==> src/rtl/mem_burst_arbiter.sv <==
`default_nettype none
// ============================================================================
// Module      : mem_burst_arbiter
// Description : Four-slot round-robin arbiter sharing one burst-level DDR
//               port between two channels, each with a read and a write
//               burst interface. One burst is granted at a time; request
//               fields are muxed downstream and handshakes are routed back
//               to the granted client only.
// Revision    : 1.0 - initial release
// ============================================================================
module mem_burst_arbiter #(
  parameter int MEM_DATA_BITS = 256,
  parameter int ADDR_BITS     = 28
) (
  input  logic                     mem_clk,
  input  logic                     rst_n,
  input  logic                     init_calib_complete,
  // channel 0 write
  input  logic                     ch0_wr_req,
  input  logic [9:0]               ch0_wr_len,
  input  logic [ADDR_BITS-4:0]     ch0_wr_addr,
  input  logic [MEM_DATA_BITS-1:0] ch0_wr_data,
  output logic                     ch0_wr_data_req,
  output logic                     ch0_wr_finish,
  // channel 0 read
  input  logic                     ch0_rd_req,
  input  logic [9:0]               ch0_rd_len,
  input  logic [ADDR_BITS-4:0]     ch0_rd_addr,
  output logic [MEM_DATA_BITS-1:0] ch0_rd_data,
  output logic                     ch0_rd_data_valid,
  output logic                     ch0_rd_finish,
  // channel 1 write
  input  logic                     ch1_wr_req,
  input  logic [9:0]               ch1_wr_len,
  input  logic [ADDR_BITS-4:0]     ch1_wr_addr,
  input  logic [MEM_DATA_BITS-1:0] ch1_wr_data,
  output logic                     ch1_wr_data_req,
  output logic                     ch1_wr_finish,
  // channel 1 read
  input  logic                     ch1_rd_req,
  input  logic [9:0]               ch1_rd_len,
  input  logic [ADDR_BITS-4:0]     ch1_rd_addr,
  output logic [MEM_DATA_BITS-1:0] ch1_rd_data,
  output logic                     ch1_rd_data_valid,
  output logic                     ch1_rd_finish,
  // downstream burst controller
  output logic                     rd_burst_req,
  output logic                     wr_burst_req,
  output logic [9:0]               rd_burst_len,
  output logic [9:0]               wr_burst_len,
  output logic [ADDR_BITS-4:0]     rd_burst_addr,
  output logic [ADDR_BITS-4:0]     wr_burst_addr,
  output logic [MEM_DATA_BITS-1:0] wr_burst_data,
  input  logic                     wr_burst_data_req,
  input  logic                     rd_burst_data_valid,
  input  logic                     rd_burst_finish,
  input  logic                     wr_burst_finish,
  input  logic [MEM_DATA_BITS-1:0] rd_burst_data,
  // status
  output logic [1:0]               grant,
  output logic                     busy
);

  // Slot encoding: bit 0 = read (1) / write (0), bit 1 = channel.
  typedef enum logic [2:0] {
    ST_IDLE = 3'd0,
    ST_ZCHK = 3'd1,
    ST_RUN  = 3'd2,
    ST_FIN  = 3'd3,
    ST_GAP  = 3'd4
  } state_t;

  state_t state;
  logic [1:0] ptr;
  logic [3:0] fin_pulse;

  logic [3:0] req_vec;
  logic       pick_valid;
  logic [1:0] pick_slot;

  logic [9:0]               gr_wr_len;
  logic [9:0]               gr_rd_len;
  logic [ADDR_BITS-4:0]     gr_wr_addr;
  logic [ADDR_BITS-4:0]     gr_rd_addr;
  logic [MEM_DATA_BITS-1:0] gr_wr_data;
  logic [9:0]               granted_len;

  assign req_vec = {ch1_rd_req, ch1_wr_req, ch0_rd_req, ch0_wr_req};

  // Round-robin search: scan offsets high to low so the nearest slot to ptr wins.
  always_comb begin
    pick_valid = 1'b0;
    pick_slot  = ptr;
    for (int i = 3; i >= 0; i--) begin
      if (req_vec[ptr + 2'(i)]) begin
        pick_valid = 1'b1;
        pick_slot  = ptr + 2'(i);
      end
    end
  end

  // Field selection by the registered grant; the other burst type sees zeros.
  always_comb begin
    gr_wr_len     = grant[1] ? ch1_wr_len  : ch0_wr_len;
    gr_rd_len     = grant[1] ? ch1_rd_len  : ch0_rd_len;
    gr_wr_addr    = grant[1] ? ch1_wr_addr : ch0_wr_addr;
    gr_rd_addr    = grant[1] ? ch1_rd_addr : ch0_rd_addr;
    gr_wr_data    = grant[1] ? ch1_wr_data : ch0_wr_data;
    granted_len   = grant[0] ? gr_rd_len   : gr_wr_len;
    wr_burst_len  = grant[0] ? 10'd0 : gr_wr_len;
    wr_burst_addr = grant[0] ? '0    : gr_wr_addr;
    wr_burst_data = grant[0] ? '0    : gr_wr_data;
    rd_burst_len  = grant[0] ? gr_rd_len  : 10'd0;
    rd_burst_addr = grant[0] ? gr_rd_addr : '0;
  end

  // Handshake routing back to the granted client only; read data is broadcast.
  always_comb begin
    ch0_wr_data_req   = busy && (grant == 2'd0) && wr_burst_data_req;
    ch1_wr_data_req   = busy && (grant == 2'd2) && wr_burst_data_req;
    ch0_rd_data_valid = busy && (grant == 2'd1) && rd_burst_data_valid;
    ch1_rd_data_valid = busy && (grant == 2'd3) && rd_burst_data_valid;
    ch0_rd_data       = rd_burst_data;
    ch1_rd_data       = rd_burst_data;
  end

  assign ch0_wr_finish = fin_pulse[0];
  assign ch0_rd_finish = fin_pulse[1];
  assign ch1_wr_finish = fin_pulse[2];
  assign ch1_rd_finish = fin_pulse[3];

  // Arbitration FSM with registered grant, busy, downstream reqs and finish pulses.
  always_ff @(posedge mem_clk or negedge rst_n) begin
    if (!rst_n) begin
      state        <= ST_IDLE;
      ptr          <= 2'd0;
      grant        <= 2'd0;
      busy         <= 1'b0;
      rd_burst_req <= 1'b0;
      wr_burst_req <= 1'b0;
      fin_pulse    <= 4'd0;
    end else begin
      fin_pulse <= 4'd0;
      case (state)
        ST_IDLE: begin
          if (init_calib_complete && pick_valid) begin
            grant <= pick_slot;
            busy  <= 1'b1;
            state <= ST_ZCHK;
          end
        end
        ST_ZCHK: begin
          if (granted_len == 10'd0) begin
            state <= ST_FIN;
          end else begin
            if (grant[0]) rd_burst_req <= 1'b1;
            else          wr_burst_req <= 1'b1;
            state <= ST_RUN;
          end
        end
        ST_RUN: begin
          // Only the finish matching the granted burst type ends the burst.
          if (grant[0] && rd_burst_finish) begin
            rd_burst_req <= 1'b0;
            state        <= ST_FIN;
          end else if (!grant[0] && wr_burst_finish) begin
            wr_burst_req <= 1'b0;
            state        <= ST_FIN;
          end
        end
        ST_FIN: begin
          fin_pulse <= 4'b0001 << grant;
          ptr       <= grant + 2'd1;
          busy      <= 1'b0;
          state     <= ST_GAP;
        end
        ST_GAP: begin
          // One dead cycle lets the finished client drop its request.
          state <= ST_IDLE;
        end
        default: state <= ST_IDLE;
      endcase
    end
  end

endmodule
`default_nettype wire

==> config.mk <==
export PLATFORM = sky130hd
export DESIGN_NAME = mem_burst_arbiter
export DESIGN_NICKNAME = d
export VERILOG_FILES = /design/src/rtl/mem_burst_arbiter.sv
export SDC_FILE = /design/constraint.sdc
export NUM_CORES = 1
export LEC_CHECK = 0
export ABC_AREA = 1
export CORE_AREA = 3 3 680 682
export CTS_CLUSTER_SIZE = 25
export DETAILED_ROUTE_END_ITERATION = 10
export DIE_AREA = 0 0 683 685
export PLACE_DENSITY = 0.3
export SYNTH_ARGS = -nofsm -noshare
export SYNTH_HDL_FRONTEND = slang
export SYNTH_SLANG_ARGS = --single-unit
export TNS_END_PERCENT = 50
==> constraint.sdc <==
create_clock -name mem_clk -period 2.2 [get_ports mem_clk]
set_clock_uncertainty 0.15 [all_clocks]
set_input_delay 0.33 -clock mem_clk [delete_from_list [all_inputs] [get_ports mem_clk]]
set_output_delay 0.33 -clock mem_clk [all_outputs]
set_load 0.1 [all_outputs]
==> reports/metrics.yaml <==
swShare_pct: 67.4
reg2reg_slack_ns: -0.12
failed_checks: "negative setup slack"
routabilityCongestion: 0.829
initial_utilization_pct: 2.09
vdd_drop_max_mv: 1.17
drc_errors: 0
async_flop_share_pct: 100
synth_most_common_cell: "nor2_1"
nets: 3391
place_hpwl_mm: 341
drt-initial-drc-count: 871
synthFlopType: "dfrtp_1"
via_per_inst: 1.89
ys_ff_latch: 14
p_int_mw: 23.7
slew_headroom_pct: 64.2
rows: 248
path_clk_slew_ns: 0.06
cts_hold_buf: 0
setup_ws_ns: -0.357
die_w_um: 683
worstReg2RegEnd: "rd_burst_req"
path_class: "flip-flop to output pin"
crit_slowest_cell: "dfrtp_4"
port-buffer-count: 1001
synthTopCellsByCount: "nor2_1 (623), buf_4 (520), o21ai_0 (314)"
synth_fp_nets: 2709
setup-tns-final_ns: -75.47
gr-usage-all-layers_pct: 14.8
cp-endpoint: "wr_burst_data[168]"
slew_viol_final: 0
worst_slew_pin_slew_ns: 0.531
final_util_pct: 7.21
pwr-share-comb_pct: 98.7
yosys_warnings: 0
r2r-start: "grant[1]"
io-pin-count: 1770
cp_max_fo: 37
finalSetupViolCount: 333
cts_buffers: 3
root_buffer: "clkbuf_16"
period_needed_ns: 2.56
drive_gt1_share_pct: 43.6
clock_sinks: 14
clk_path_buf_depth: 2
gr-total-overflow: 0
core_area_um2: 456000
endpoint_kind: "output pin"
p_leak_nw: 10.8
synth_edf_count: 0
fmax_mhz: 391
r2r_cells: 12
antenna_left: 0
cp_slowest_stage_delay_ns: 0.53
start_kind: "flip-flop"
post-route-period-util_pct: 116
power_density_nw_per_um2: 2200
synth_area_per_cell_um2: 5.35
final-hold-violation-count: 0
grt_pass1_vias: 15895
antenna_found_initial: 244
netlist_top_cells_area: "buf_4 (41%), nor2_1 (24%), o21ai_0 (16%)"
pwr-share-seq_pct: 0.7
drt_pass1_iterations: 5
cp.arrival_ns: 2.08
die_area_um2: 468000
synth_top_area_cell: "buf_4"
synthCells: 1786
synth_area_um2: 9560
ys_types: 25
h-tree-depth: 1
wl_per_cell_um: 42.6
grt_pass1_wl_mm: 398
switchingPower_mw: 48.8
cp_num_buf_inv: 4
cpLargestDelayFamily: "buffers and inverters"
required_ns: 1.72
synth_top_area_share_pct: 40.8
via_count: 16251
grt_start_max_net_pins: 38
crit_path_frequent_cell: "buf_12"
synth-seq-area-share_pct: 3.66
areaGrowthSynthToFinish_pct: 244
worstSetupStartpoint: "grant[1]"
p_clk_share_pct: 0.6
die_y_um: 685
crit_cells: 6
clock_latency_ns: 0.25
maxCapViolCount: 0
hp-class: "input pin to asynchronous set/reset pin"
path_cells: "buf_4, buf_16, buf_12, o21ai_0, nor2_4, buf_12"
status: "finished, violations left"
grt_setup_unrepaired: "true"
cts_tree: "built"
wirelength_mm: 367
## per-stage QoR
stage                     setup slack [ns]  std cells  power (mW)  area, um^2  hold WS [ns]
after global placement              -0.531       8501        66.4       29600         0.375
after global routing                -0.423       8597        75.4       32900         0.290
after detailed placement            -0.520       8501        66.1       29600         0.344
final                               -0.357       8606        72.5       32900         0.258
after CTS                           -0.418       8551        70.8       31300         0.272
after floorplan                      -1.00       1786        37.2       10900        -0.116
## logic make-up (layout without fill, tap and decap cells)
logic type               Yosys count  in the layout  synth area share (%)
AND/OR/NAND/NOR                  748            748                  30.3
buffers and inverters            698           1379                  48.6
AO/OA/AOI/OAI                    320            320                  16.8
flip-flops                        14             14                  3.66
adder cells (fa/ha/maj)            4              4                 0.524
XOR/XNOR                           2              2                 0.183
other                              0             14                     0
## state kept, by name, indices dropped and copies added, names as in the netlist
name / count
ptr: 2
rd_burst_req: 1
state: 3
grant: 2
wr_burst_req: 1
fin_pulse: 4
busy: 1
## worst min-delay path by stage
| stage | start | endpoint | slack, ns | depth (start not counted) |
|---|---|---|---|---|
| after floorplan | rst_n | fin_pulse[0] | -0.12 | 0 |
| after global placement | state[0] | state[0] | 0.38 | 1 |
| after detailed placement | state[0] | state[0] | 0.34 | 1 |
| after CTS | rst_n | fin_pulse[0] | 0.27 | 2 |
| after global routing | rst_n | fin_pulse[0] | 0.29 | 2 |
| final | rst_n | fin_pulse[0] | 0.26 | 2 |
## routing by layer
metal | up-vias | track usage [%] | part of all wire (%)
met1 | 7026 | 11.3 | 26
met3 | 594 | 14.1 | 21
li1 | 6456 | - | -
met4 | 78 | 2.59 | 2.8
met5 | - | 0.144 | 0.16
met2 | 2097 | 26.9 | 50
## worst reg2reg max path, cell delays in order, from the launching register on
cell	delay [ns]
dfrtp_4	0.49
buf_4	0.18
buf_16	0.17
buf_12	0.21
nand2_1	0.14
nand3_1	0.13
nand2_1	0.11
nor2_1	0.10
nand2_1	0.13
nor2_2	0.15
nand2_2	0.11
nand3b_1	0.10
nand2_1	0.06
## power groups by stage
stage	combinational, mW	clock (mW)	sequential, mW
CTS	69.8	0.415	0.568
floorplan	36.3	0	0.837
global route	74.4	0.427	0.556
global placement	65.8	0	0.564
finish	71.5	0.405	0.542
detailed placement	65.5	0	0.561
## cells in the final DEF (no fill, tap or decap), types with 12 or more instances in the layout
| cell type | n |
|---|---|
| buf_4 | 153 |
| buf_12 | 381 |
| o21ai_4 | 17 |
| nand3_1 | 20 |
| nor2_2 | 94 |
| inv_1 | 62 |
| o21ai_1 | 80 |
| nand2_1 | 69 |
| nor2_4 | 235 |
| buf_6 | 43 |
| o21ai_2 | 49 |
| nor2_1 | 294 |
| clkbuf_16 | 18 |
| buf_8 | 12 |
| buf_16 | 28 |
| diode_2 | 14 |
| clkdlybuf4s50_1 | 662 |
| o21ai_0 | 169 |
## timing repair
item                       in CTS  in global routing
gates resized for setup       284                332
setup endpoints to repair     333                333
buffers inserted               34                 31
cloned                         16                 17
pin swaps                      51                 63
## final cells by class
type	instances	area (um^2)
Inverter	76	344
Antenna cell	14	35.0
Timing Repair Buffer	1297	17300
Multi-Input combinational cell	1074	7080
Tap cell	6125	7660
Timing Repair inverter	2	50.0
Fill cell	53474	424000
Sequential cell	14	362
Clock buffer	4	88.8
(Power assumes the default switching activity.)
